--- src/rtl/frame_energy_vad.sv ---
// Frame energy voice-activity detector: latches a windowed frame, sums squares
// serially with one multiplier, then updates an adaptive noise floor and VAD flag.
module frame_energy_vad #(
  parameter int N            = 128,
  parameter int WIDTH        = 12,
  parameter int NOISE_INIT   = 1024,
  parameter int ALPHA_SHIFT  = 3,
  parameter int THRESH_SHIFT = 2,
  parameter int HANGOVER     = 8,
  localparam int EW          = 2*WIDTH + $clog2(N)
) (
  input  logic             clk,
  input  logic             rst,
  input  logic [WIDTH-1:0] frame_in [0:N-1],
  input  logic             frame_valid,
  output logic             busy,
  output logic             frame_dropped,
  output logic             result_valid,
  output logic [EW-1:0]    energy,
  output logic [EW-1:0]    noise_floor,
  output logic             vad
);

  localparam int IW = $clog2(N);
  localparam int HW = (HANGOVER < 1) ? 1 : $clog2(HANGOVER + 1);
  localparam int TW = EW + THRESH_SHIFT;

  typedef enum logic [1:0] {
    S_IDLE,
    S_ACCUM,
    S_DECIDE
  } state_t;

  state_t            state_q, state_d;
  logic [IW-1:0]     idx_q, idx_d;
  logic [EW-1:0]     acc_q, acc_d;
  logic [HW-1:0]     hang_q, hang_d;
  logic              busy_q, busy_d;
  logic              drop_q, drop_d;
  logic              rv_q, rv_d;
  logic [EW-1:0]     energy_q, energy_d;
  logic [EW-1:0]     nf_q, nf_d;
  logic              vad_q, vad_d;

  logic [WIDTH-1:0]  frame_q [0:N-1];
  logic              frame_load;

  logic signed [WIDTH-1:0]   sample;
  logic signed [2*WIDTH-1:0] sq;
  logic [EW-1:0]             sq_ext;
  logic [TW-1:0]             thresh;
  logic [TW-1:0]             acc_wide;
  logic                      raw_speech;
  logic [EW-1:0]             nf_next;

  // Square of a signed sample is never negative, so plain zero-extension is exact.
  always_comb begin
    sample     = frame_q[idx_q];
    sq         = sample * sample;
    sq_ext     = {{(EW-2*WIDTH){1'b0}}, sq};
    thresh     = TW'(nf_q) << THRESH_SHIFT;
    acc_wide   = TW'(acc_q);
    raw_speech = acc_wide > thresh;
    nf_next    = nf_q - (nf_q >> ALPHA_SHIFT) + (acc_q >> ALPHA_SHIFT);
  end

  always_comb begin
    state_d    = state_q;
    idx_d      = idx_q;
    acc_d      = acc_q;
    hang_d     = hang_q;
    busy_d     = busy_q;
    energy_d   = energy_q;
    nf_d       = nf_q;
    vad_d      = vad_q;
    rv_d       = 1'b0;
    drop_d     = frame_valid && busy_q;
    frame_load = 1'b0;

    unique case (state_q)
      S_IDLE: begin
        if (frame_valid) begin
          frame_load = 1'b1;
          acc_d      = '0;
          idx_d      = '0;
          busy_d     = 1'b1;
          state_d    = S_ACCUM;
        end
      end
      S_ACCUM: begin
        acc_d = acc_q + sq_ext;
        idx_d = idx_q + 1'b1;
        if (idx_q == IW'(N - 1)) begin
          state_d = S_DECIDE;
        end
      end
      S_DECIDE: begin
        energy_d = acc_q;
        if (raw_speech) begin
          hang_d = HW'(HANGOVER);
          vad_d  = 1'b1;
        end else begin
          // Noise floor only tracks frames judged to be non-speech.
          nf_d = nf_next;
          if (hang_q != '0) begin
            vad_d  = 1'b1;
            hang_d = hang_q - 1'b1;
          end else begin
            vad_d = 1'b0;
          end
        end
        rv_d    = 1'b1;
        busy_d  = 1'b0;
        state_d = S_IDLE;
      end
      default: begin
        state_d = S_IDLE;
      end
    endcase
  end

  always_ff @(posedge clk) begin
    if (rst) begin
      state_q  <= S_IDLE;
      idx_q    <= '0;
      acc_q    <= '0;
      hang_q   <= '0;
      busy_q   <= 1'b0;
      drop_q   <= 1'b0;
      rv_q     <= 1'b0;
      energy_q <= '0;
      nf_q     <= EW'(NOISE_INIT);
      vad_q    <= 1'b0;
    end else begin
      state_q  <= state_d;
      idx_q    <= idx_d;
      acc_q    <= acc_d;
      hang_q   <= hang_d;
      busy_q   <= busy_d;
      drop_q   <= drop_d;
      rv_q     <= rv_d;
      energy_q <= energy_d;
      nf_q     <= nf_d;
      vad_q    <= vad_d;
    end
  end

  // Frame storage needs no reset: it is always loaded before being read.
  always_ff @(posedge clk) begin
    if (frame_load) begin
      frame_q <= frame_in;
    end
  end

  assign busy          = busy_q;
  assign frame_dropped = drop_q;
  assign result_valid  = rv_q;
  assign energy        = energy_q;
  assign noise_floor   = nf_q;
  assign vad           = vad_q;

endmodule

--- config.mk ---
export PLATFORM = sky130hd
export DESIGN_NAME = frame_energy_vad
export DESIGN_NICKNAME = d
export VERILOG_FILES = /design/src/rtl/frame_energy_vad.sv
export SDC_FILE = /design/constraint.sdc
export NUM_CORES = 2
export LEC_CHECK = 0
export BUFFER_PORTS_ARGS = -buffer_cell sky130_fd_sc_hd__buf_2
export CORE_AREA = 2 2 632 634
export CTS_CLUSTER_SIZE = 10
export DETAILED_ROUTE_END_ITERATION = 8
export DIE_AREA = 0 0 634 636
export HOLD_SLACK_MARGIN = 0.12
export SYNTH_ARGS = -nofsm -noshare
export SYNTH_HDL_FRONTEND = slang
export SYNTH_SLANG_ARGS = --single-unit
--- constraint.sdc ---
create_clock -name clk -period 99.8 [get_ports clk]
set_input_delay 4.99 -clock clk [delete_from_list [all_inputs] [get_ports clk]]
set_output_delay 4.99 -clock clk [all_outputs]
set_load 0.03 [all_outputs]
## Word level (Yosys, flattened, before mapping)

Index checks and enable logic that the tools add are counted.

- Latch bits: 0
- Logic and storage cells: 183
- Register bits after elaboration: 1646
- Bits in writable memories: 0
- Input port bits: 1539
- Output and inout bits: 66
- Memory bits (read-only): 0
- Memories kept: 0

- Equality and inequality tests: 5
- Shift operators: 0
- Reductions and logical operators: 11
- Muxes and demuxes: 19
- $add $sub $neg: 5
- Order comparisons: 2
- Divide/modulo/power cells: 0
- Multipliers: 1
- Bitwise gates (word level): 2

Operators by type and width:

| cell | number |
|---|---|
| $bmux W12 S7 | 1 |
| $pmux W31 S2 | 1 |
| $gt A31 B33 Y1 | 1 |
| $add A31 B24 Y31 | 1 |
| $add A31 B28 Y31 | 1 |
| $mux W31 | 1 |
| $sub A31 B28 Y31 | 1 |
| $mul A12 B12 Y24 | 1 |
| $mux W12 | 2 |
| $pmux W7 S2 | 1 |
| $reduce_and A2 Y1 | 5 |
| $ge A8 B8 Y1 const B | 1 |
| $mux W4 | 2 |
| $not A7 Y8 | 1 |
| $add A7 B1 Y7 const B | 1 |
| $eq A7 B7 Y1 const B | 1 |
| $mux W7 | 1 |
| $mux W1 | 6 |
| $reduce_bool A2 Y1 | 3 |
| $mux W2 | 2 |
| $ne A2 B2 Y1 const B | 2 |
| $pmux W2 S2 | 1 |
| $reduce_bool A4 Y1 | 1 |
| $sub A4 B1 Y4 const B | 1 |
| 6 further kinds | 6 |

## Longest topological paths before layout

- Depth after elaboration: 7
- Depth in mapped cells: 45
- Depth with buffers taken out: 38

## Worst setup path after synthesis

Ideal clock, no wire load.

- Kind: in2reg
- Start: input frame_valid
- End: register acc_q[11]
- Path buffers: 0
- Arrival: 39.694 ns
- Setup slack: 59.958 ns
- Setup time: 0.148 ns
- Required time: 99.652 ns
- Stages: 5
- Cell sequence: nand3b_1 inv_1 nor2_1 a22oi_1 nor2_1

- Cells in the longest elaborated chain, start to end: 2

Ends and longest elaborated chain:

| element | RTL line | RTL |
|---|---|---|
| start: declaration | 15 | `input logic frame_valid,` |
| $ne A2 B2 Y1 (no line) | -- |  |
| $reduce_and A2 Y1 (no line) | -- |  |
| end signal: assignment | 126 | `acc_q <= '0;` |
| end signal: assignment | 137 | `acc_q <= acc_d;` |
| end: declaration | 36 | `logic [EW-1:0] acc_q, acc_d;` |

Every way passes these cells.
A chain may end at the register's enable or synchronous reset.

## Worst setup path after layout

- Start: register idx_q[0]
- End: register acc_q[29]

- Cells in the longest elaborated chain, start to end: 7

Ends and longest elaborated chain:

| element | RTL line | RTL |
|---|---|---|
| start: declaration | 35 | `logic [IW-1:0] idx_q, idx_d;` |
| start signal: assignment | 136 | `idx_q <= idx_d;` |
| $not A7 Y8 (not written as such) | 58 | `sample = frame_q[idx_q];` |
| $bmux W12 S7 | 58 |  |
| $mux W12 (not written as such) (2 in series) | 58 |  |
| $mul A12 B12 Y24 | 59 | `sq = sample * sample;` |
| $add A31 B24 Y31 | 91 | `acc_d = acc_q + sq_ext;` |
| $pmux W31 S2 | 80 | `unique case (state_q)` |

Every way passes these cells. The select of a mux whose other input is x is not followed.

==> run_summary.xml <==
<?xml version="1.0" encoding="UTF-8"?>
<metrics>
  <group name="run_status">
    <metric name="outcome" unit="">finished clean</metric>
  </group>
  <group name="clock_network">
    <metric name="tritoncts" unit="">built</metric>
    <metric name="clk-insertion-delay-late" unit="ns">0.89</metric>
    <metric name="clk_pin_slew_worst_paths" unit="ns">0.06</metric>
    <metric name="post_cts_hold_buffer_count" unit="">0</metric>
    <metric name="ctsRootBufferMaster" unit="">sky130_fd_sc_hd__clkbuf_16</metric>
    <metric name="post_cts_buffers" unit="">0</metric>
    <metric name="numCtsBuffers" unit="">201</metric>
    <metric name="clock_sinks" unit="">1646</metric>
    <metric name="gates_resized_cts_repair" unit="">0</metric>
    <metric name="cts-htree-levels" unit="">4</metric>
    <metric name="clk_path_buf_depth" unit="">4</metric>
  </group>
  <group name="worst_setup_path">
    <metric name="critical_path_start_end_classification" unit="">reg -&gt; reg</metric>
    <metric name="worst-endpoint-required" unit="ns">100.55</metric>
    <metric name="critical_path_arrival" unit="ns">13.14</metric>
    <metric name="worstPathMaxFanout" unit="">33</metric>
    <metric name="timing.critical_path.from_type" unit="">register</metric>
    <metric name="worstSetupEndpointType" unit="">register</metric>
    <metric name="timing.critical_path.slowest_cell_delay" unit="ns">0.95</metric>
    <metric name="slowest_stage" unit="">sky130_fd_sc_hd__mux2i_1</metric>
  </group>
  <group name="logic_synthesis">
    <metric name="synth_top_family_by_area" unit="">multiplexers</metric>
    <metric name="synth_nets" unit="">5677</metric>
    <metric name="post_synth_instance_area" unit="µm²">71400</metric>
    <metric name="synth-xor-area-share" unit="%">0.933</metric>
    <metric name="synth_flop_cell" unit="">sky130_fd_sc_hd__edfxtp_1</metric>
    <metric name="simple_gate_portion_of_the_synthesized_area" unit="%">2.69</metric>
    <metric name="yosysUniqueCellTypes" unit="">70</metric>
    <metric name="ys_warn_count" unit="">0</metric>
    <metric name="post_synth_arst_share" unit="%">0</metric>
    <metric name="number_of_flops_mapped_to_enable_cells_by_yosys" unit="">1536</metric>
    <metric name="post_synth_mux_area_share" unit="%">15.8</metric>
    <metric name="synth_compound_gate_area_share" unit="%">3.36</metric>
    <metric name="gate_count_of_the_mapped_netlist" unit="">3842</metric>
    <metric name="avgSynthCellArea" unit="µm²">18.6</metric>
    <metric name="synth.ff_latch_count" unit="">1646</metric>
    <metric name="synth-seq-area-share" unit="%">67.7</metric>
    <metric name="adder_and_majority_cell_fraction_of_the_synthesized_area" unit="%">6.77</metric>
  </group>
  <group name="floorplan">
    <metric name="floorplan.core_area" unit="µm²">397000</metric>
    <metric name="dieArea" unit="µm²">403000</metric>
    <metric name="starting_density" unit="%">18.0</metric>
    <metric name="rows" unit="">232</metric>
    <metric name="die_w" unit="µm">634</metric>
    <metric name="die-height" unit="µm">636</metric>
    <metric name="boundaryPins" unit="">1605</metric>
  </group>
  <group name="grt">
    <metric name="first_pass_grt_wire_length" unit="mm">394</metric>
    <metric name="antenna_found_initial" unit="">140</metric>
    <metric name="grt-ovfl-total" unit="">0</metric>
    <metric name="first_global_vias" unit="">45900</metric>
    <metric name="pin_count_of_the_biggest_net_entering_global_routing" unit="">186</metric>
    <metric name="grt_util_all_layers" unit="%">14.4</metric>
  </group>
  <group name="routing">
    <metric name="routedWlPerCell" unit="µm">27.2</metric>
    <metric name="drt-vias-per-instance" unit="">3.98</metric>
    <metric name="detail_route.wirelength" unit="mm">300</metric>
    <metric name="drt_iter0_drc" unit="">4495</metric>
    <metric name="drt_pre_antenna_iters" unit="">5</metric>
    <metric name="ant_nets" unit="">0</metric>
    <metric name="vias" unit="">43900</metric>
    <metric name="drcViolationCount" unit="">0</metric>
  </group>
  <group name="sta">
    <metric name="grt_setup_unrepaired" unit="">no</metric>
    <metric name="maxSlewHeadroom" unit="%">11.9</metric>
    <metric name="clock_skew" unit="ns">0.0615</metric>
    <metric name="timing.final.crit_period" unit="ns">12.39</metric>
    <metric name="tightestPinTransition" unit="ns">1.31</metric>
    <metric name="finalSetupTns" unit="ns">0</metric>
    <metric name="max_freq" unit="GHz">0.0807</metric>
    <metric name="final.period_utilization" unit="%">12.4</metric>
    <metric name="timing.final.hold_violations" unit="">0</metric>
    <metric name="post-route-worst-setup-slack" unit="ns">87.41</metric>
    <metric name="finalSetupViolations" unit="">0</metric>
    <metric name="final-max-slew-violation-count" unit="">0</metric>
  </group>
  <group name="placed_design">
    <metric name="post-dp-hpwl" unit="mm">241</metric>
    <metric name="placedCellCount" unit="">10600</metric>
    <metric name="gp_congestion" unit="">0.900</metric>
    <metric name="portBuffers" unit="">1604</metric>
    <metric name="dp_worst_setup_slack" unit="ns">87.23</metric>
  </group>
  <group name="layout">
    <metric name="syn_to_final_growth" unit="%">28.8</metric>
    <metric name="layout_commonest_cell" unit="">sky130_fd_sc_hd__buf_2</metric>
    <metric name="final_net_count" unit="">7398</metric>
    <metric name="post_layout_nonfiller_instances" unit="">11000</metric>
    <metric name="layout.cells.most_common_list" unit="">1604 x sky130_fd_sc_hd__buf_2, 1536 x sky130_fd_sc_hd__edfxtp_1, 456 x sky130_fd_sc_hd__mux4_2, 295 x sky130_fd_sc_hd__inv_1, 202 x sky130_fd_sc_hd__clkbuf_16</metric>
    <metric name="post_route_cells_drive_above_1_share" unit="%">43.3</metric>
  </group>
  <group name="power_and_ir_drop">
    <metric name="power_frac_clock" unit="%">26.9</metric>
    <metric name="power.total" unit="µW">2490</metric>
    <metric name="power.sequential.fraction" unit="%">33.3</metric>
    <metric name="pwr_density_cell" unit="nW/µm²">27.0</metric>
    <metric name="relative_contribution_of_combinational_cells_to_total_power" unit="%">39.8</metric>
    <metric name="swShare" unit="%">35.1</metric>
    <metric name="power_leakage" unit="µW">0.0333</metric>
    <metric name="worst_ir_drop_vdd" unit="V">0.0000477</metric>
    <metric name="netSwitchingPower" unit="µW">874</metric>
    <metric name="cellInternalPower" unit="µW">1610</metric>
  </group>
  <group name="hold_path">
    <metric name="min_path_type" unit="">reg -&gt; reg</metric>
  </group>
  <group name="job">
    <metric name="maxCapViolations" unit="">0</metric>
  </group>
</metrics>
final cells by class:
type	count	area, µm²
well taps	5265	6590
clock inverters	45	593
inverters	314	1190
repair buffers	1676	8620
flip-flops and latches	1646	48400
fillers	41500	305000
diodes	132	330
clock buffers	228	5150
multi-input cells	1724	21100
power by group through the flow:
stage	combinational (µW)	clock [µW]	sequential, µW
after floorplan	737	0	890
after global placement	991	0	839
after detailed placement	994	0	841
after CTS	999	689	827
after global routing	1110	714	830
final	991	669	827
critical path, delay by kind of cell, from the launching register on:
| kind | cells | cell delay, ns |
|---|---|---|
| XOR/XNOR | 1 | 0.15 |
| multiplexers | 3 | 1.98 |
| flip-flops | 1 | 0.60 |
| buffers and inverters | 8 | 1.96 |
| AO/OA/AOI/OAI | 12 | 3.29 |
| adder cells (fa/ha/maj) | 7 | 3.00 |
| AND/OR/NAND/NOR | 4 | 1.24 |
registers in the layout, indices dropped and copies added (netlist names), 2 cells and up:
name	cells
noise_floor	31
idx_q	7
frame_q	1536
state_q	2
acc_q	31
energy	31
hang_q	4
Yosys cell counts, types with 9 or more instances:
library cell / number / area share (%)
sky130_fd_sc_hd__dfxtp_1: 110 / 3.1
sky130_fd_sc_hd__nor2b_1: 11 / 0.096
sky130_fd_sc_hd__nand3_1: 22 / 0.15
sky130_fd_sc_hd__fa_1: 150 / 4.2
sky130_fd_sc_hd__buf_1: 25 / 0.13
sky130_fd_sc_hd__inv_2: 17 / 0.089
sky130_fd_sc_hd__o21a_1: 11 / 0.12
sky130_fd_sc_hd__clkbuf_1: 66 / 0.35
sky130_fd_sc_hd__buf_6: 9 / 0.14
sky130_fd_sc_hd__inv_1: 296 / 1.6
sky130_fd_sc_hd__nor3_1: 24 / 0.17
sky130_fd_sc_hd__o22ai_1: 14 / 0.12
sky130_fd_sc_hd__a211oi_1: 23 / 0.24
sky130_fd_sc_hd__buf_4: 20 / 0.21
sky130_fd_sc_hd__buf_2: 37 / 0.26
sky130_fd_sc_hd__edfxtp_1: 1536 / 65
sky130_fd_sc_hd__ha_1: 146 / 2.6
sky130_fd_sc_hd__xor2_1: 23 / 0.28
sky130_fd_sc_hd__o211ai_1: 19 / 0.20
sky130_fd_sc_hd__a21o_1: 35 / 0.37
sky130_fd_sc_hd__a21oi_1: 122 / 0.86
sky130_fd_sc_hd__nor2_1: 155 / 0.82
sky130_fd_sc_hd__o21ai_0: 46 / 0.32
sky130_fd_sc_hd__mux2_2: 18 / 0.28
sky130_fd_sc_hd__a22o_1: 24 / 0.29
sky130_fd_sc_hd__mux2i_1: 74 / 1.0
sky130_fd_sc_hd__mux4_2: 456 / 14
sky130_fd_sc_hd__nand2b_1: 11 / 0.096
sky130_fd_sc_hd__xnor2_1: 53 / 0.65
sky130_fd_sc_hd__nand2_1: 156 / 0.82
metrics by stage:
step           hold WS, ns  cell area, µm²  utilization [%]
6_report             0.455           92000             23.2
5_1_grt              0.474           91800             23.1
4_1_cts              0.457           91600             23.1
3_5_place_dp         0.450           85900             21.6
3_3_place_gp         0.445           85900             21.6
2_1_floorplan        0.441           71400                -
path summary, 6_finish.rpt:
kind,slack (ns),end,cells past startpoint,from
worst max-delay path,87.41,acc_q[29],35,idx_q[0]
worst min-delay path,0.45,energy[29],2,energy[29]
worst max register to register,87.41,acc_q[29],35,idx_q[0]
worst min register to register,0.45,energy[29],2,energy[29]
cell families after synthesis:
kind of cell | count (synthesis)
flops | 1646
xor+xnor | 76
fa+ha+maj | 296
mux | 550
buf+inv | 472
compound gates | 367
simple gates | 435
per-layer routing:
metal,vias up,part of all wire [%],GRT usage (%)
li1,18600,-,-
met1,22600,38,17.2
met2,2178,51,25.0
met3,435,8.7,3.99
met4,50,2.5,4.07
met5,-,0.11,0
(Power assumes the default switching activity.)
